<file path="src/rtl/tdm_demux.sv">
// tdm_demux -- serial TDM frame demultiplexer.
//
// Collects CHANNELS consecutive valid bits (slot 0 first, marked by
// frameStart) into a parallel word. Slot k lands in out[k]. A completed
// frame loads out and pulses outValid; a frameStart arriving mid-frame
// aborts the partial frame with a frameError pulse and restarts at slot 0
// using that same bit.
//
// Optional feature: define TDM_DEMUX_PARITY_EN to append one even-parity
// bit per frame (CHECK state). A parity match loads out; a mismatch pulses
// frameError and leaves out untouched.
//
// Ports:
//   clk        : clock, rising edge
//   resetN     : asynchronous active-low reset
//   in         : serial data bit
//   inValid    : in is valid this cycle (low = stall)
//   frameStart : current valid bit is slot 0 of a new frame
//   out        : registered channel bits of the last accepted frame
//   outValid   : one-cycle pulse when out updates
//   frameError : one-cycle pulse on abort / parity failure
module tdm_demux #(
  parameter int CHANNELS = 8
) (
  input  logic                clk,
  input  logic                resetN,
  input  logic                in,
  input  logic                inValid,
  input  logic                frameStart,
  output logic [CHANNELS-1:0] out,
  output logic                outValid,
  output logic                frameError
);

  localparam int            CW   = $clog2(CHANNELS);
  localparam logic [CW-1:0] LAST = CW'(CHANNELS - 1);
  localparam logic [CW-1:0] ONE  = CW'(1);

  localparam logic [1:0] IDLE    = 2'd0;
  localparam logic [1:0] COLLECT = 2'd1;
`ifdef TDM_DEMUX_PARITY_EN
  localparam logic [1:0] CHECK   = 2'd2;
`endif

  logic [1:0]          state;
  logic [CW-1:0]       slotCnt;
  logic [CHANNELS-1:0] asmReg;
  logic [CHANNELS-1:0] asmNext;  // assembly word with the current bit merged in
  logic [CHANNELS-1:0] slot0;    // fresh frame holding only the current bit

  always_comb begin
    asmNext          = asmReg;
    asmNext[slotCnt] = in;
    slot0            = '0;
    slot0[0]         = in;
  end

  always_ff @(posedge clk or negedge resetN) begin
    if (!resetN) begin
      state      <= IDLE;
      slotCnt    <= '0;
      asmReg     <= '0;
      out        <= '0;
      outValid   <= 1'b0;
      frameError <= 1'b0;
    end else begin
      outValid   <= 1'b0;
      frameError <= 1'b0;
      if (inValid) begin
        case (state)
          IDLE: begin
            // Bits without frameStart are dropped until a frame begins.
            if (frameStart) begin
              asmReg  <= slot0;
              slotCnt <= ONE;
              state   <= COLLECT;
            end
          end
          COLLECT: begin
            if (frameStart) begin
              // Abort: the marker bit itself becomes slot 0 of the new frame.
              frameError <= 1'b1;
              asmReg     <= slot0;
              slotCnt    <= ONE;
            end else begin
              asmReg <= asmNext;
              if (slotCnt == LAST) begin
                slotCnt <= '0;
`ifdef TDM_DEMUX_PARITY_EN
                state   <= CHECK;
`else
                // Load from asmNext so the last bit is included this edge.
                out      <= asmNext;
                outValid <= 1'b1;
                state    <= IDLE;
`endif
              end else begin
                slotCnt <= slotCnt + ONE;
              end
            end
          end
`ifdef TDM_DEMUX_PARITY_EN
          CHECK: begin
            if (frameStart) begin
              frameError <= 1'b1;
              asmReg     <= slot0;
              slotCnt    <= ONE;
              state      <= COLLECT;
            end else begin
              // Even parity: parity bit equals XOR of the data bits.
              if (in == ^asmReg) begin
                out      <= asmReg;
                outValid <= 1'b1;
              end else begin
                frameError <= 1'b1;
              end
              state <= IDLE;
            end
          end
`endif
          default: state <= IDLE;
        endcase
      end
    end
  end

endmodule

</file>
<file path="config.mk">
export PLATFORM = sky130hd
export DESIGN_NAME = tdm_demux
export DESIGN_NICKNAME = d
export VERILOG_FILES = /design/src/rtl/tdm_demux.sv
export SDC_FILE = /design/constraint.sdc
export NUM_CORES = 1
export LEC_CHECK = 0
export ABC_AREA = 1
export ABC_CLOCK_PERIOD_IN_PS = 1530
export CELL_PAD_IN_SITES_DETAIL_PLACEMENT = 0
export CELL_PAD_IN_SITES_GLOBAL_PLACEMENT = 2
export CORE_MARGIN = 5
export CORE_UTILIZATION = 32
export CTS_BUF_LIST = sky130_fd_sc_hd__clkbuf_16
export DETAILED_ROUTE_END_ITERATION = 12
export PLACE_DENSITY_LB_ADDON = 0.1
export SLEW_MARGIN = 20
export SYNTH_ARGS = -nofsm -noshare
export SYNTH_HDL_FRONTEND = slang
export SYNTH_SLANG_ARGS = --single-unit
export TNS_END_PERCENT = 1
</file>
<file path="constraint.sdc">
create_clock -name clk -period 1.53 [get_ports clk]
set_input_delay 0.3825 -clock clk [delete_from_list [all_inputs] [get_ports clk]]
set_output_delay 0.3825 -clock clk [all_outputs]
set_load 0.005 [all_outputs]
</file>
==> metrics.csv, run 1 <==
stage,metric,value,unit
clock_network,cts.path.max_buffers,2,
synthesis,ys_ff_latch,22,
floorplan,core_region_area,3360,µm²
floorplan,die_h,69.4,µm
power,p_comb_frac,0.221,
clock_network,clk_pin_slew,0.06,ns
setup_path,crit_fanout,2,
setup_path,endpoint_kind,output pin,
global_route,grt_usage,0.116,
timing,fmax,675,MHz
setup_path,cp.depth,1,
power,p_sw,0.480,mW
global_route,grt_max_degree,23,
floorplan,rows,21,
global_route,antenna_found_initial,0,
setup_path,crit_buf_inv,1,
power,p_leak,0.801,nW
floorplan,die_w,69.4,µm
setup_path,crit_required,1.15,ns
placement,placed_area,1410,µm²
finish,fillCellCount,370,
clock_network,root_buffer,clkbuf_16,
routing,postRouteAntennaNets,0,
timing,rsz0062_at_grt,no,
routing,routed_wl,2510,µm
power,power_frac_seq,0.376,
synthesis,yosysWarnings,0,
setup_path,critPathMaxStageDelay,0.50,ns
clock_network,cts_made_buffers,3,
run,drv_cap,0,
placement,pre_cts_ws,-0.0786,ns
finish,regArea,551,µm²
routing,drc,0,
timing,fin_skew,0.00237,ns
floorplan,start_util,0.335,
global_route,grt_overflow,0,
synthesis,synth_cells,130,
clock_network,hold_buffers,0,
setup_path,crit_family,buffers and inverters,
clock_network,clock_latency,0.25,ns
setup_path,cp_cell_sequence,clkdlybuf4s50_1,
routing,initialDrtViolationCount,49,
setup_path,critical_path_class,reg2out,
power,clkPwrFrac,0.403,
placement,portBuffers,14,
timing,period_share,0.968,
power,p_int,1.35,mW
timing,layout_setup_ws,0.0496,ns
setup_path,r2r_cells,6,
power,p_per_area,1200,nW/µm²
finish,layout-drive-gt1-share,0.191,
clock_network,cts_tree,yes,
routing,wl_per_cell,12.4,µm
floorplan,io_pins,15,
timing,finalSetupTns,0,ns
routing,vias_per_cell,4.56,
global_route,grt_pass1_wl,4540,µm
hold_path,hold_path.class,reg2reg,
timing,finalHoldViolations,0,
power,peakVddDrop,0.519,mV
setup_path,start_kind,flop,
setup_path,critPathArrivalTime,1.10,ns
placement,place_congestion,0.783,
routing,first_pass_iters,4,
clock_network,cts_sinks,22,
global_route,grt_pass1_vias,948,
finish,post-route-util,0.452,
finish,area_delta_synth_final,34.9,%
timing,setup_viol,0,
finish,n_antenna_cell,0,
synthesis,seq_area_frac_synth,0.488,
hold_path,holdPathStages,2,
placement,dp_hpwl,1820,µm
setup_path,critPathSlowestCell,clkdlybuf4s50_1,
timing,report.final.slew_viol_count,0,
finish,design_area,1520,µm²
floorplan,dieArea,4810,µm²
finish,fin_nets,166,
routing,vias,926,
clock_network,cts_max_level,1,
finish,multi_input_area,484,µm²
power,swShare,0.263,
synthesis,synth_nets,138,
synthesis,postSynthAreaPerCell,8.67,µm²
timing,maxSlewHeadroom,0.800,
synthesis,synth_area,1130,µm²
timing,min_period,1.48,ns
power,design_power_total,1.83,mW
run_status,status,"complete, no violations",
synthesis,synth.distinct_cells,18,
timing,tightest_slew,0.300,ns
-- cells in the mapped netlist --
master,n,area [µm²]
nor2_8,1,20.0
dfrtp_1,22,551
nand4_1,5,31.3
a21oi_1,1,5.00
nand3_2,6,60.1
nand2_2,3,18.8
inv_2,2,7.51
ha_1,3,37.5
buf_4,2,15.0
nand2_8,1,20.0
nand3_1,15,75.1
o21ai_0,9,45.0
nor2_1,5,18.8
buf_2,1,5.00
o21ai_1,2,10.0
nand2_1,38,143
inv_1,13,48.8
clkinv_8,1,16.3
-- cell type report --
class	instances	share of cell area
sequential	22	0.362
multi-input combinational	89	0.319
timing repair buffer	26	0.165
clock buffer	3	0.0494
inverter	16	0.0477
tap	46	0.0379
clock inverter	1	0.0198
-- final timing paths --
check / startpoint / endpoint / slack (ns)
max in group asynchronous: resetN / out[3] / 0.81
worst max register to register: slotCnt[0] / out[3] / 0.22
worst min-delay path: out[6] / out[6] / 0.48
worst max-delay path: out[3] / out[3] / 0.05
worst min register to register: out[6] / out[6] / 0.48
min in group asynchronous: resetN / asmReg[3] / 0.49
-- metal layers --
layer	GRT usage	share of wire	vias to the layer above	routed length, µm
li1	-	-	475	-
met1	0.152	0.48	429	1190
met2	0.185	0.48	20	1200
met3	0.0290	0.039	2	99
met4	0.0390	0.0064	0	16
met5	0	0	-	0
-- registers in the layout, summed over array words and instances (netlist names) --
| name | cells |
|---|---|
| frameError | 1 |
| asmReg | 8 |
| outValid | 1 |
| out | 8 |
| state | 1 |
| slotCnt | 3 |
-- kinds of logic (layout without fill, tap and decap cells) --
family                   Yosys count  in the layout  share of synthesized area
flip-flops                        22             22                      0.488
AO/OA/AOI/OAI                     12             12                     0.0533
AND/OR/NAND/NOR                   74             74                      0.343
buffers and inverters             19             46                     0.0821
adder cells (fa/ha/maj)            3              3                     0.0333
-- metrics by stage --
stage          hold slack [ns]  std cells
2_1_floorplan           0.0869        130
3_3_place_gp             0.461        199
3_5_place_dp             0.464        199
4_1_cts                  0.481        203
5_1_grt                  0.497        203
6_report                 0.475        203
-- what timing repair did --
action	CTS	global route
setup endpoints to repair	0	3
setup buffers	0	0
gates resized for setup	0	3
-- cell usage in the layout, fill, tap and decap left out --
cell             count
buf_12               1
ha_1                 3
inv_1               13
clkdlybuf4s50_1     11
nor2_8               1
buf_4               11
dfrtp_1             22
clkbuf_16            3
nor2_1               5
nand2_1             38
dlymetal6s2s_1       3
nand3_1             15
o21ai_0              9
inv_2                2
nand2_8              1
nand2_2              3
clkinv_8             1
o21ai_1              2
bufinv_16            1
nand3_2              6
nand4_1              5
a21oi_1              1
-- power groups by stage --
stage | Clock, mW | Combinational (mW) | Sequential, mW
final | 0.737 | 0.404 | 0.687
after detailed placement | 0 | 0.413 | 0.699
after floorplan | 0 | 0.230 | 0.694
after global routing | 0.780 | 0.459 | 0.697
after CTS | 0.750 | 0.414 | 0.688
after global placement | 0 | 0.412 | 0.698
Note: power is estimated with default switching activity, not from simulation.
==> run 2: changes to the inputs <==
Settings changed: CORE_MARGIN 5 to 3, PLACE_DENSITY set to 0.8, PLACE_DENSITY_LB_ADDON 0.1 to unset, TNS_END_PERCENT 1 to 50.
==> metrics.csv, run 2 (synthesis gave the netlist of run 1 again) <==
stage,metric,value,unit,change
finish,multi_input_area,484,µm²,unchanged
finish,reg.largest.list,"asmReg x8, out x8, slotCnt x3",,
finish,layout-drive-gt1-share,0.190,,-0.00121
global_route,grt_max_degree,23,,unchanged
clock_network,cts_tree,yes,,
global_route,grt_usage,0.135,,+0.0192
hold_path,hold_path.class,in2async,,
routing,drc,0,,unchanged
floorplan,io_pins,15,,unchanged
routing,postRouteAntennaNets,0,,unchanged
power,swShare,0.290,,+0.0270
floorplan,die_w,65.4,µm,-5.8%
finish,final_common_cell,nand2_1,,
routing,initialDrtViolationCount,31,,-37%
timing,fmax,676,MHz,about the same
timing,layout_setup_ws,0.0500,ns,+0.000471 ns
setup_path,critPathMaxStageDelay,0.50,ns,about the same
floorplan,start_util,0.352,,+0.0168
setup_path,r2r_slack,0.22,ns,about the same
placement,placedCellCount,196,,-1.5%
clock_network,clock_latency,0.25,ns,about the same
floorplan,die_h,65.4,µm,-5.8%
floorplan,dieArea,4270,µm²,-11%
setup_path,cp.depth,1,,unchanged
setup_path,r2r_start,slotCnt[1],,
setup_path,crit_fanout,2,,unchanged
setup_path,critPathSlowestCell,clkdlybuf4s50_1,,
routing,vias,927,,+0.11%
floorplan,rows,20,,-4.8%
power,peakVddDrop,0.419,mV,-19%
setup_path,crit_buf_inv,1,,unchanged
clock_network,hold_buffers,0,,unchanged
floorplan,core_region_area,3200,µm²,-4.8%
placement,dp_hpwl,1810,µm,-0.64%
finish,finalNonFillerCells,202,,-0.49%
global_route,grt_pass1_vias,947,,-0.11%
global_route,antenna_found_initial,0,,unchanged
setup_path,crit_family,buffers and inverters,,
placement,place_congestion,0.865,,+10%
run_status,status,"complete, no violations",,
finish,regArea,551,µm²,unchanged
setup_path,endpoint_kind,output pin,,
clock_network,cts_sinks,22,,unchanged
setup_path,critical_path_class,reg2out,,
global_route,grt_overflow,0,,unchanged
finish,n_antenna_cell,0,,unchanged
setup_path,r2r_cells,6,,unchanged
timing,period_share,0.967,,about the same
timing,tightest_slew,0.366,ns,+0.0663 ns
timing,report.final.slew_viol_count,0,,unchanged
finish,post-route-util,0.465,,+0.0132
timing,finalHoldViolations,0,,unchanged
finish,final_cell_mix,"nand2_1, dfrtp_1, nand3_1",,
clock_network,cts.path.max_buffers,2,,unchanged
timing,min_period,1.48,ns,-0.000471 ns
placement,portBuffers,14,,unchanged
setup_path,cp_cell_sequence,clkdlybuf4s50_1,,
timing,fin_skew,0.00167,ns,-0.000698 ns
finish,fin_nets,167,,+0.60%
routing,vias_per_cell,4.59,,+0.60%
clock_network,cts_max_level,1,,unchanged
finish,area_delta_synth_final,32.2,%,
clock_network,clk_pin_slew,0.06,ns,about the same
power,p_per_area,1100,nW/µm²,-8.2%
power,p_int,1.17,mW,-13%
clock_network,root_buffer,clkbuf_16,,
power,p_leak,0.828,nW,+3.4%
power,p_sw,0.477,mW,-0.79%
power,power_frac_seq,0.425,,+0.049
setup_path,r2r_end,out[6],,
timing,setup_viol,0,,unchanged
timing,rsz0062_at_grt,no,,
setup_path,crit_required,1.15,ns,about the same
global_route,grt_pass1_wl,4440,µm,-2.3%
clock_network,cts_made_buffers,3,,unchanged
power,clkPwrFrac,0.336,,-0.067
routing,wl_per_cell,12.6,µm,+1.6%
timing,maxSlewHeadroom,0.756,,-0.0442
routing,first_pass_iters,4,,unchanged
timing,hold-worst-slack,0.474,ns,-0.000870 ns
run,drv_cap,0,,unchanged
finish,fillCellCount,343,,-7.3%
routing,routed_wl,2540,µm,+1.1%
setup_path,critPathArrivalTime,1.10,ns,about the same
power,design_power_total,1.64,mW,-10%
power,p_comb_frac,0.239,,+0.018
setup_path,start_kind,flop,,
placement,pre_cts_ws,-0.0342,ns,+0.0444 ns
run 2: cell types whose count changed in the layout (fill, tap and decap cells not counted), sizes merged:
cell / change
dlymetal6s2s: +2
dlygate4sd2: +1
buf: +1
bufinv: -1
clkinv: +1
clkdlybuf4s50: -3
run 2: through the flow:
stage          cell area (µm²)  TNS (ns)
3_5_place_dp              1390    -0.311
5_1_grt                   1490         0
2_1_floorplan             1130         0
4_1_cts                   1470         0
3_3_place_gp              1390   -0.0109
6_report                  1490         0
run 2: routing by layer:
metal	wire, µm	GRT usage
met1	1230	0.180
met2	1170	0.210
met3	108	0.0479
met4	19	0.0311
met5	0	0
run 2: final cells by class:
class                   count  area share
clock buffers               3      0.0504
clock inverters             1     0.00252
inverters                  16      0.0487
multi-input cells          89       0.325
flip-flops and latches     22       0.369
well taps                  44      0.0369
repair buffers             27       0.167
run 2: how the worst max path moves through the flow:
| stage | from | endpoint |
|---|---|---|
| finish | out[5] | out[5] |
| global route | out[5] | out[5] |
| CTS | out[2] | out[2] |
| detailed placement | inValid | out[1] |
| global placement | inValid | out[1] |
| floorplan | slotCnt[0] | out[0] |
run 2: timing repair:
| action | CTS | global route |
|---|---|---|
| endpoints found under the hold margin | 0 | 0 |
| resized for setup | 1 | 5 |
| setup endpoints to repair | 1 | 5 |
| buffers inserted | 1 | 1 |
run 2: power by group through the flow:
stage                     combinational, mW  clock, mW  sequential (mW)
final                                 0.392      0.553            0.700
after CTS                             0.397      0.567            0.702
after global routing                  0.443      0.595            0.710
after floorplan                       0.230          0            0.694
after detailed placement              0.389          0            0.710
after global placement                0.389          0            0.710
